==> config.mk <==
export PLATFORM = sky130hd
export DESIGN_NAME = approx_mac_acc
export DESIGN_NICKNAME = d
export VERILOG_FILES = /design/src/rtl/approx_mac_pkg.sv /design/src/rtl/acc_add_sat.sv /design/src/rtl/approx_mac_acc.sv
export SDC_FILE = /design/constraint.sdc
export NUM_CORES = 1
export LEC_CHECK = 0
export BUFFER_PORTS_ARGS = -buffer_cell sky130_fd_sc_hd__clkbuf_2
export CORE_ASPECT_RATIO = 0.9
export CORE_MARGIN = 2
export CORE_UTILIZATION = 49
export DETAILED_ROUTE_END_ITERATION = 6
export MAX_ROUTING_LAYER = met4
export PLACE_DENSITY = 0.76
export SYNTH_ARGS = -nofsm -noshare
export SYNTH_HDL_FRONTEND = slang
export SYNTH_SLANG_ARGS = --single-unit
==> constraint.sdc <==
create_clock -name clk -period 3 [get_ports clk]
set_input_delay 0.75 -clock clk [delete_from_list [all_inputs] [get_ports clk]]
set_output_delay 0.75 -clock clk [all_outputs]
set_load 0.005 [all_outputs]
==> src/rtl/approx_mac_pkg.sv <==
// Purpose : shared types/constants for the approximate-MAC accumulator slice.
// Latency : n/a (declarations only).
// Backpr. : n/a.
// Contents: state_t (IDLE/ACC/DONE) and PROD_W, the multiplier product width.
package approx_mac_pkg;

    // Product width of the 8x8 approximate multiplier; the wrapper uses it too.
    localparam int PROD_W = 16;

    typedef enum logic [1:0] {
        IDLE = 2'd0,
        ACC  = 2'd1,
        DONE = 2'd2
    } state_t;

endpackage

==> src/rtl/acc_add_sat.sv <==
// Purpose : combinational ACC_W-bit add of a zero-extended product, with carry out.
// Latency : 0 cycles (pure combinational).
// Backpr. : none; the caller qualifies the result with its own accept.
// Ports   : acc_in (running sum), prod_in (product), sum (next sum), carry (carry out of ACC_W).
// Config  : APPROX_MAC_SAT_EN clamps sum to all-ones on carry; otherwise sum wraps.
module acc_add_sat #(
    parameter int PROD_W = approx_mac_pkg::PROD_W,
    parameter int ACC_W  = 24
) (
    input  logic [ACC_W-1:0]  acc_in,
    input  logic [PROD_W-1:0] prod_in,
    output logic [ACC_W-1:0]  sum,
    output logic              carry
);

    logic [ACC_W:0] full_sum;

    // One extra bit captures the carry; the product is zero-extended.
    assign full_sum = {1'b0, acc_in} + {{(ACC_W + 1 - PROD_W){1'b0}}, prod_in};
    assign carry    = full_sum[ACC_W];

`ifdef APPROX_MAC_SAT_EN
    // A saturated accumulator plus any nonzero product carries again, so it
    // stays pinned at max until the caller restarts from zero.
    assign sum = carry ? {ACC_W{1'b1}} : full_sum[ACC_W-1:0];
`else
    assign sum = full_sum[ACC_W-1:0];
`endif

endmodule

==> src/rtl/approx_mac_acc.sv <==
// Purpose : accumulates LEN products (or fewer, up to in_last) into an ACC_W-bit sum.
// Latency : out_valid rises the cycle after the terminal beat is accepted.
// Backpr. : in_ready drops only while a result waits with out_ready low.
// Ports   : clk/rst (async active-high); in_valid/in_ready/in_prod/in_last beat input;
//           out_valid/out_ready result handshake with acc_out, beat_cnt, sticky ovf.
// Config  : APPROX_MAC_SAT_EN (in acc_add_sat) saturates instead of wrapping.
// Note    : ACC_W must be >= PROD_W+1 and LEN >= 1.
module approx_mac_acc #(
    parameter int  PROD_W = approx_mac_pkg::PROD_W,
    parameter int  ACC_W  = 24,
    parameter int  LEN    = 16,
    localparam int CNT_W  = $clog2(LEN + 1)
) (
    input  logic              clk,
    input  logic              rst,
    input  logic              in_valid,
    output logic              in_ready,
    input  logic [PROD_W-1:0] in_prod,
    input  logic              in_last,
    output logic              out_valid,
    input  logic              out_ready,
    output logic [ACC_W-1:0]  acc_out,
    output logic [CNT_W-1:0]  beat_cnt,
    output logic              ovf
);

    import approx_mac_pkg::*;

    state_t             state_q, state_d;
    logic [ACC_W-1:0]   acc_q, acc_d;
    logic [CNT_W-1:0]   cnt_q, cnt_d;
    logic               ovf_q, ovf_d;

    logic               in_acc;
    logic               accept;
    logic               terminal;
    logic [ACC_W-1:0]   add_base;
    logic [ACC_W-1:0]   add_sum;
    logic               add_carry;
    logic [CNT_W-1:0]   cnt_inc;

    // Ready while no result is pending, or when the pending result is being
    // taken this very cycle, so back-to-back accumulations lose no cycle.
    assign in_ready = (state_q != DONE) || out_ready;
    assign accept   = in_valid && in_ready;
    assign in_acc   = (state_q == ACC);

    // Outside ACC every accepted beat starts a fresh sum: adding to zero
    // makes the same adder serve both the first beat and later ones.
    assign add_base = in_acc ? acc_q : '0;
    assign cnt_inc  = (in_acc ? cnt_q : '0) + CNT_W'(1);
    // in_last and reaching LEN on the same beat collapse into one termination.
    assign terminal = in_last || (cnt_inc == CNT_W'(LEN));

    acc_add_sat #(
        .PROD_W (PROD_W),
        .ACC_W  (ACC_W)
    ) u_add (
        .acc_in  (add_base),
        .prod_in (in_prod),
        .sum     (add_sum),
        .carry   (add_carry)
    );

    always_comb begin
        state_d = state_q;
        acc_d   = acc_q;
        cnt_d   = cnt_q;
        ovf_d   = ovf_q;

        if (accept) begin
            acc_d = add_sum;
            cnt_d = cnt_inc;
            ovf_d = (in_acc && ovf_q) || add_carry;
        end

        case (state_q)
            IDLE, ACC: begin
                if (accept) begin
                    state_d = terminal ? DONE : ACC;
                end
            end
            DONE: begin
                // accept in DONE implies out_ready: result handed off and a
                // new accumulation begins in the same cycle.
                if (accept) begin
                    state_d = terminal ? DONE : ACC;
                end else if (out_ready) begin
                    state_d = IDLE;
                end
            end
            default: state_d = IDLE;
        endcase
    end

    always_ff @(posedge clk or posedge rst) begin
        if (rst) begin
            state_q <= IDLE;
            acc_q   <= '0;
            cnt_q   <= '0;
            ovf_q   <= 1'b0;
        end else begin
            state_q <= state_d;
            acc_q   <= acc_d;
            cnt_q   <= cnt_d;
            ovf_q   <= ovf_d;
        end
    end

    assign out_valid = (state_q == DONE);
    assign acc_out   = acc_q;
    assign beat_cnt  = cnt_q;
    assign ovf       = ovf_q;

endmodule

==> impl_metrics.json, run 1 <==
{
  "outcome": "finished, final reports clean",
  "synth_xor_xnor_area_share_pct": 4.708,
  "yosys_warnings": 0,
  "gr_util_all_layers_pct": 21.98,
  "first_pass_iters": 4,
  "compound_cell_area_share_of_the_yosys_netlist_pct": 24.78,
  "topRoutingLayerUsed": "met4",
  "grt_antenna_before_repair": 0,
  "worst_slack_at_placement_ns": 0.1359,
  "drc_viols": 0,
  "post_cts_resize_count": 0,
  "synthCells": 284,
  "synth_largest_area_cell": "dfrtp_1",
  "setup.worst_path.end_class": "flop",
  "root_buffer": "clkbuf_8",
  "ys_ff_latch": 32,
  "timing.critical_path.required_ns": 3.16,
  "synth_top_family_by_area": "compound AO/OA/AOI/OAI gates",
  "met2WireLength_mm": 2.563,
  "setup_viol": 0,
  "cts-htree-levels": 2,
  "finalWorstSetupSlack_ns": 0.1952,
  "synth.top_cells.by_count": "nand2_1, o21ai_0, dfrtp_1",
  "grt_remaining_overflow": 0,
  "synthAdderAreaFrac_pct": 9.622,
  "avgSynthCellArea_sq_um": 8.516,
  "rsz_0062_raised_after_global_routing": "no",
  "slew_viol_final": 0,
  "critical_path.slowest_cell": "fa_1",
  "vdd_drop_max_uv": 340.4,
  "clockBufferDepth": 2,
  "vias_in_the_first_global_route": 2083,
  "ys_types": 49,
  "number_of_nets_at_the_end_of_the_flow": 377,
  "yosys_most_used_dff": "dfrtp_1",
  "synth-edff-count": 0,
  "path_max_fanout": 8,
  "routed_wirelength_mm": 5.644,
  "cts_tree": "built",
  "hold_viol_final": 0,
  "worst_slew_margin_rel_pct": 55.37,
  "synth_mux_area_share_pct": 0.4139,
  "min-delay-path-class": "reg -> reg",
  "fin_worst_hold_slack_ns": 0.4937,
  "cts_buffers": 5,
  "synth_seq_area_share_pct": 33.11,
  "dpl.hpwl_mm": 4.107,
  "worstSkewPairLatency_ns": 0.29,
  "finalSetupTns_ns": 0,
  "start_util_pct": 50.34,
  "period_share_pct": 93.49,
  "worst_path_largest_cell_delay_ns": 0.46,
  "crit_family": "compound AO/OA/AOI/OAI gates",
  "hold_buffers": 0,
  "clock-sinks": 32,
  "power_total_mw": 1.571,
  "flow.area_growth_from_synthesis_pct": 18.00,
  "grt_max_degree": 33,
  "antenna_left": 0,
  "die_w_um": 78.06,
  "io_buffer_count": 52,
  "ys_async_sr_fraction_pct": 100.0,
  "post_synthesis_net_count": 323,
  "antenna-diode-count": 0,
  "worst_clock_skew_ns": 0.007721,
  "syn_area_sq_mm": 0.002419,
  "postCtsSetupRepairBufs": 0,
  "grt_pass1_wl_mm": 9.390,
  "share_of_layout_cells_above_drive_strength_1_pct": 23.89,
  "post-route-util_pct": 59.40,
  "routedWlPerCell_um": 13.97,
  "floorplan.io_pins": 53,
  "die_area_sq_mm": 0.005515,
  "start_kind": "flop",
  "synth_top_cell_area_share_pct": 33.11,
  "worstMarginPinSlew_ns": 0.6678,
  "maximum_clock_frequency_ghz": 0.3565,
  "synth_area_leaders": "dfrtp_1, ha_1, nand2_1",
  "synth.most_common_cell": "nand2_1",
  "viasPerCell": 5.559,
  "routedLengthMet1_mm": 2.725,
  "routed-wl-met3_um": 256,
  "power.leakage_nw": 1.379,
  "std_cell_rows": 24,
  "drtIter0Drc": 153,
  "power_density_mw_per_mm2": 550.3,
  "synth-simple-area-share_pct": 23.95,
  "core_region_area_sq_mm": 0.004805,
  "critical_path_class": "reg -> reg",
  "min_period_ns": 2.805,
  "drv.max_cap_violation_count": 0,
  "num_vias": 2246,
  "path_buf_inv": 1,
  "die_h_um": 70.65,
  "clk_transition_reported_paths_ns": 0.07,
  "crit_chain": "nor2b_1 > buf_4 > and2_1 > fa_1 > a211oi_2 > o21bai_1 > o311ai_2 > o211ai_2 > nand3_1 > nor2_1 > a2bb2oi_1",
  "crit_path_arrival_time_ns": 2.96,
  "place_congestion": 0.8685
}
final timing paths:
| kind | depth (start not counted) | end | start | slack [ns] |
|---|---|---|---|---|
| min in group asynchronous | 3 | beat_cnt[0]$_DFFE_PP0P_ | rst | 0.51 |
| max in group asynchronous | 3 | acc_out[12]$_DFFE_PP0P_ | rst | 2.17 |
| setup / recovery | 11 | ovf$_DFFE_PP0P_ | state_q[0]$_DFFE_PP0P_ | 0.20 |
| hold reg to reg | 2 | acc_out[11]$_DFFE_PP0P_ | acc_out[11]$_DFFE_PP0P_ | 0.49 |
| setup reg to reg | 11 | ovf$_DFFE_PP0P_ | state_q[0]$_DFFE_PP0P_ | 0.20 |
| hold / removal | 2 | acc_out[11]$_DFFE_PP0P_ | acc_out[11]$_DFFE_PP0P_ | 0.49 |
worst reg2reg max path: cells and delay by family, from the launching register on:
| kind | cells | cell delay (ns) |
|---|---|---|
| and+or+nand+nor | 4 | 0.58 |
| adders and majority gates | 1 | 0.46 |
| buffers and inverters | 1 | 0.16 |
| AOI/OAI and AO/OA | 5 | 1.05 |
| DFF | 1 | 0.42 |
state kept, by name, summed over array words and instances, names as in the netlist:
signal    cells
beat_cnt      5
state_q       2
ovf           1
acc_out      24
where the power goes:
group	switching, mW	internal [mW]
Sequential	0.0749	0.514
Clock	0.175	0.247
Combinational	0.316	0.244
metal layers:
metal	vias to the layer above	track usage [%]
li1	1126	-
met2	62	34.20
met4	0	8.577
met3	9	3.189
met1	1049	29.24
met5	-	-
layout by cell type (no fill, tap or decap), types with 2 or more instances in the layout:
cell | netlist | final
nor3_1 | 3 | 3
nand3_1 | 8 | 8
buf_4 | 2 | 6
nor2_1 | 11 | 11
clkbuf_2 | 0 | 52
o21ai_1 | 2 | 2
a21o_1 | 5 | 5
clkbuf_8 | 0 | 5
nor3b_1 | 2 | 2
a21oi_1 | 20 | 20
inv_1 | 5 | 5
nand3b_1 | 2 | 2
and2_1 | 21 | 21
nand2_1 | 49 | 49
a21oi_2 | 3 | 3
xnor2_1 | 7 | 7
nand4_1 | 5 | 5
nand2b_1 | 3 | 3
ha_1 | 17 | 17
o311ai_1 | 2 | 2
nand4b_1 | 2 | 2
nor2b_1 | 3 | 3
dfrtp_1 | 32 | 32
and3_1 | 2 | 2
xor2_1 | 6 | 6
a21oi_4 | 2 | 2
o21bai_1 | 3 | 3
o21ai_0 | 34 | 34
o31ai_1 | 4 | 3
area by class of cell:
cell class                 count  area [sq um]
fill                         460          1951
multi-input combinational    236          1540
sequential                    32         800.8
timing repair buffer          58         305.3
tap                           65         81.33
clock buffer                   6         72.57
clock inverter                 2         35.03
inverter                       5         18.77
through the flow:
stage / cells / area, sq um
global route: 404 / 2854
CTS: 404 / 2849
finish: 404 / 2854
detailed placement: 396 / 2741
global placement: 396 / 2741
floorplan: 284 / 2419
logic make-up after synthesis:
kind of cell    Yosys count
compound gates           89
xor+xnor                 13
flops                    32
simple gates            115
buf+inv                  16
fa+ha+maj                18
mux                       1
No activity file was read; power rests on OpenSTA's default activity.
==> run 2: changes to the inputs <==
--- a/config.mk
+++ b/config.mk
@@ -6,7 +6,7 @@
 export NUM_CORES = 1
 export LEC_CHECK = 0
 export BUFFER_PORTS_ARGS = -buffer_cell sky130_fd_sc_hd__clkbuf_2
-export CORE_ASPECT_RATIO = 0.9
+export CORE_ASPECT_RATIO = 0.6
 export CORE_MARGIN = 2
 export CORE_UTILIZATION = 49
 export DETAILED_ROUTE_END_ITERATION = 6
==> run 2 against run 1 <==
Compared with the run above: sequential cell count unchanged; critical path depth up 1; clock power up 11%; cell count up 0.25%; routed wire length up 7.9%; utilization up 3.1 points; via count up 2.9%; clock-buffer cell count up 1; power up 4.6%; first-iteration DRC count down 13%; final area up 2.0%; highest routed layer unchanged.
==> impl_metrics.json, run 2 (synthesized netlist as in run 1, its figures left out) <==
{
  "finalNonFillerCells": 405,
  "slew_viol_final": 0,
  "routed_wirelength_mm": 6.089,
  "floorplan.io_pins": 53,
  "rsz_0062_raised_after_global_routing": "no",
  "num_vias": 2311,
  "maximum_clock_frequency_ghz": 0.3525,
  "gr_util_all_layers_pct": 23.75,
  "critical_path_class": "reg -> reg",
  "min-delay-path-class": "reg -> reg",
  "finalSetupTns_ns": 0,
  "vias_in_the_first_global_route": 1994,
  "worst_setup_path_endpoint": "acc_out[21]$_DFFE_PP0P_",
  "share_of_layout_cells_above_drive_strength_1_pct": 25.73,
  "min_period_ns": 2.837,
  "antenna_left": 0,
  "std_cell_rows": 19,
  "depth_of_the_worst_register_to_register_path": 12,
  "grt_max_degree": 33,
  "most_frequent_standard_cell_in_the_layout_excluding_fill_and_tap_cells": "clkbuf_2",
  "place_congestion": 0.8788,
  "setup.reg_to_reg.worst_slack_ns": 0.16,
  "core_region_area_sq_mm": 0.004659,
  "drtIter0Drc": 133,
  "final_cell_mix": "clkbuf_2, nand2_1, o21ai_0",
  "grt_pass1_wl_mm": 9.860,
  "antenna-diode-count": 0,
  "viasPerCell": 5.706,
  "grt_antenna_before_repair": 0,
  "regToRegStartpoint": "state_q[0]$_DFFE_PP0P_",
  "finalWorstSetupSlack_ns": 0.1630,
  "die_h_um": 58.42,
  "power_density_mw_per_mm2": 564.6,
  "critPathLaunch": "state_q[0]$_DFFE_PP0P_",
  "die_area_sq_mm": 0.005532,
  "worstMarginPinSlew_ns": 0.5236,
  "drc_viols": 0,
  "die_w_um": 94.70,
  "worst_r2r_end": "acc_out[21]$_DFFE_PP0P_",
  "worst_clock_skew_ns": 0.006412,
  "routedWlPerCell_um": 15.03,
  "crit_path_arrival_time_ns": 3.02,
  "cts_buffers": 5,
  "worstSkewPairLatency_ns": 0.29,
  "vdd_drop_max_uv": 252.4,
  "flow.area_growth_from_synthesis_pct": 20.33,
  "root_buffer": "clkbuf_8",
  "hold_viol_final": 0,
  "dpl.hpwl_mm": 4.534,
  "path_max_fanout": 23,
  "grt_remaining_overflow": 0,
  "power.leakage_nw": 1.396,
  "largest_reg_flops": 24,
  "outcome": "finished, final reports clean",
  "timing.critical_path.required_ns": 3.18,
  "clockBufferDepth": 2,
  "number_of_nets_at_the_end_of_the_flow": 380,
  "worst_slew_margin_rel_pct": 64.96,
  "start_kind": "flop",
  "clk_transition_reported_paths_ns": 0.07,
  "io_buffer_count": 52,
  "number_of_placed_instances_with_taps_included": 395,
  "first_pass_iters": 5,
  "hold_buffers": 0,
  "start_util_pct": 51.91,
  "setup_viol": 0,
  "drv.max_cap_violation_count": 0,
  "cts_tree": "built",
  "setup.worst_path.end_class": "flop",
  "worst_slack_at_placement_ns": 0.1226,
  "clock-sinks": 32,
  "period_share_pct": 94.57,
  "cts-htree-levels": 2
}
## run 2: cell types whose count changed in the layout (fill, tap and decap cells not counted)
cell | previous run | this run
nand4_2 | 1 | 0
ha_2 | 0 | 3
buf_6 | 0 | 1
nand4_4 | 0 | 1
o31ai_1 | 3 | 4
o31ai_2 | 1 | 0
buf_4 | 6 | 8
clkbuf_1 | 1 | 0
fa_1 | 1 | 0
clkbuf_8 | 5 | 7
clkinv_2 | 1 | 0
fa_2 | 0 | 1
ha_1 | 17 | 14
## run 2: worst min-delay path by stage
stage	from	endpoint	slack, ns	cells after the start
4_1_cts	acc_out[0]$_DFFE_PP0P_	acc_out[0]$_DFFE_PP0P_	0.50	2
5_1_grt	acc_out[0]$_DFFE_PP0P_	acc_out[0]$_DFFE_PP0P_	0.54	2
3_3_place_gp	acc_out[9]$_DFFE_PP0P_	acc_out[9]$_DFFE_PP0P_	0.48	2
3_5_place_dp	acc_out[0]$_DFFE_PP0P_	acc_out[0]$_DFFE_PP0P_	0.49	2
2_1_floorplan	acc_out[0]$_DFFE_PP0P_	acc_out[0]$_DFFE_PP0P_	0.48	2
6_report	acc_out[0]$_DFFE_PP0P_	acc_out[0]$_DFFE_PP0P_	0.50	2
## run 2: worst max-delay path, stage by stage, from the launching register on
cell,delay [ns]
dfrtp_1,0.43
nor2b_1,0.15
buf_4,0.16
buf_6,0.17
and2_1,0.17
ha_1,0.35
a21oi_1,0.16
o21ai_1,0.10
nand2b_1,0.20
o211ai_4,0.25
o21ai_4,0.13
and4b_1,0.21
a211o_1,0.26
## run 2: timing repair
action	4_1_cts	5_1_grt
endpoints found under the setup margin	0	5
resized for setup	0	6
buffers inserted	0	2
## run 2: layout make-up
type                            instances  area, sq um
Inverter                                5        18.77
Timing Repair Buffer                   61        331.6
Tap cell                               63        78.83
Sequential cell                        32        800.8
Clock inverter                          1        30.03
Clock buffer                            7        96.34
Multi-Input combinational cell        236         1554
Fill cell                             413         1749
## run 2: layer usage
layer / share of wire [%] / track usage, % / vias to the layer above / routed length, um
li1: - / - / 1132 / -
met1: 51 / 36.39 / 1059 / 3090
met2: 40 / 31.91 / 112 / 2415
met3: 8.8 / 4.994 / 8 / 537
met4: 0.76 / 5.176 / 0 / 46
met5: 0 / - / - / 0
## run 2: per-stage QoR
stage	utilization (%)	instance area (sq um)	hold slack [ns]	power, mW
3_5_place_dp	58.94	2746	0.4881	1.161
6_report	62.46	2910	0.4971	1.643
2_1_floorplan	-	2419	0.4835	0.9672
4_1_cts	61.65	2873	0.5042	1.628
5_1_grt	62.46	2910	0.5422	1.752
3_3_place_gp	58.94	2746	0.4813	1.147
## run 2: power breakdown
part	internal (mW)	switching, mW
Combinational	0.254	0.326
Clock	0.293	0.177
Sequential	0.514	0.0788
Total	1.06	0.582
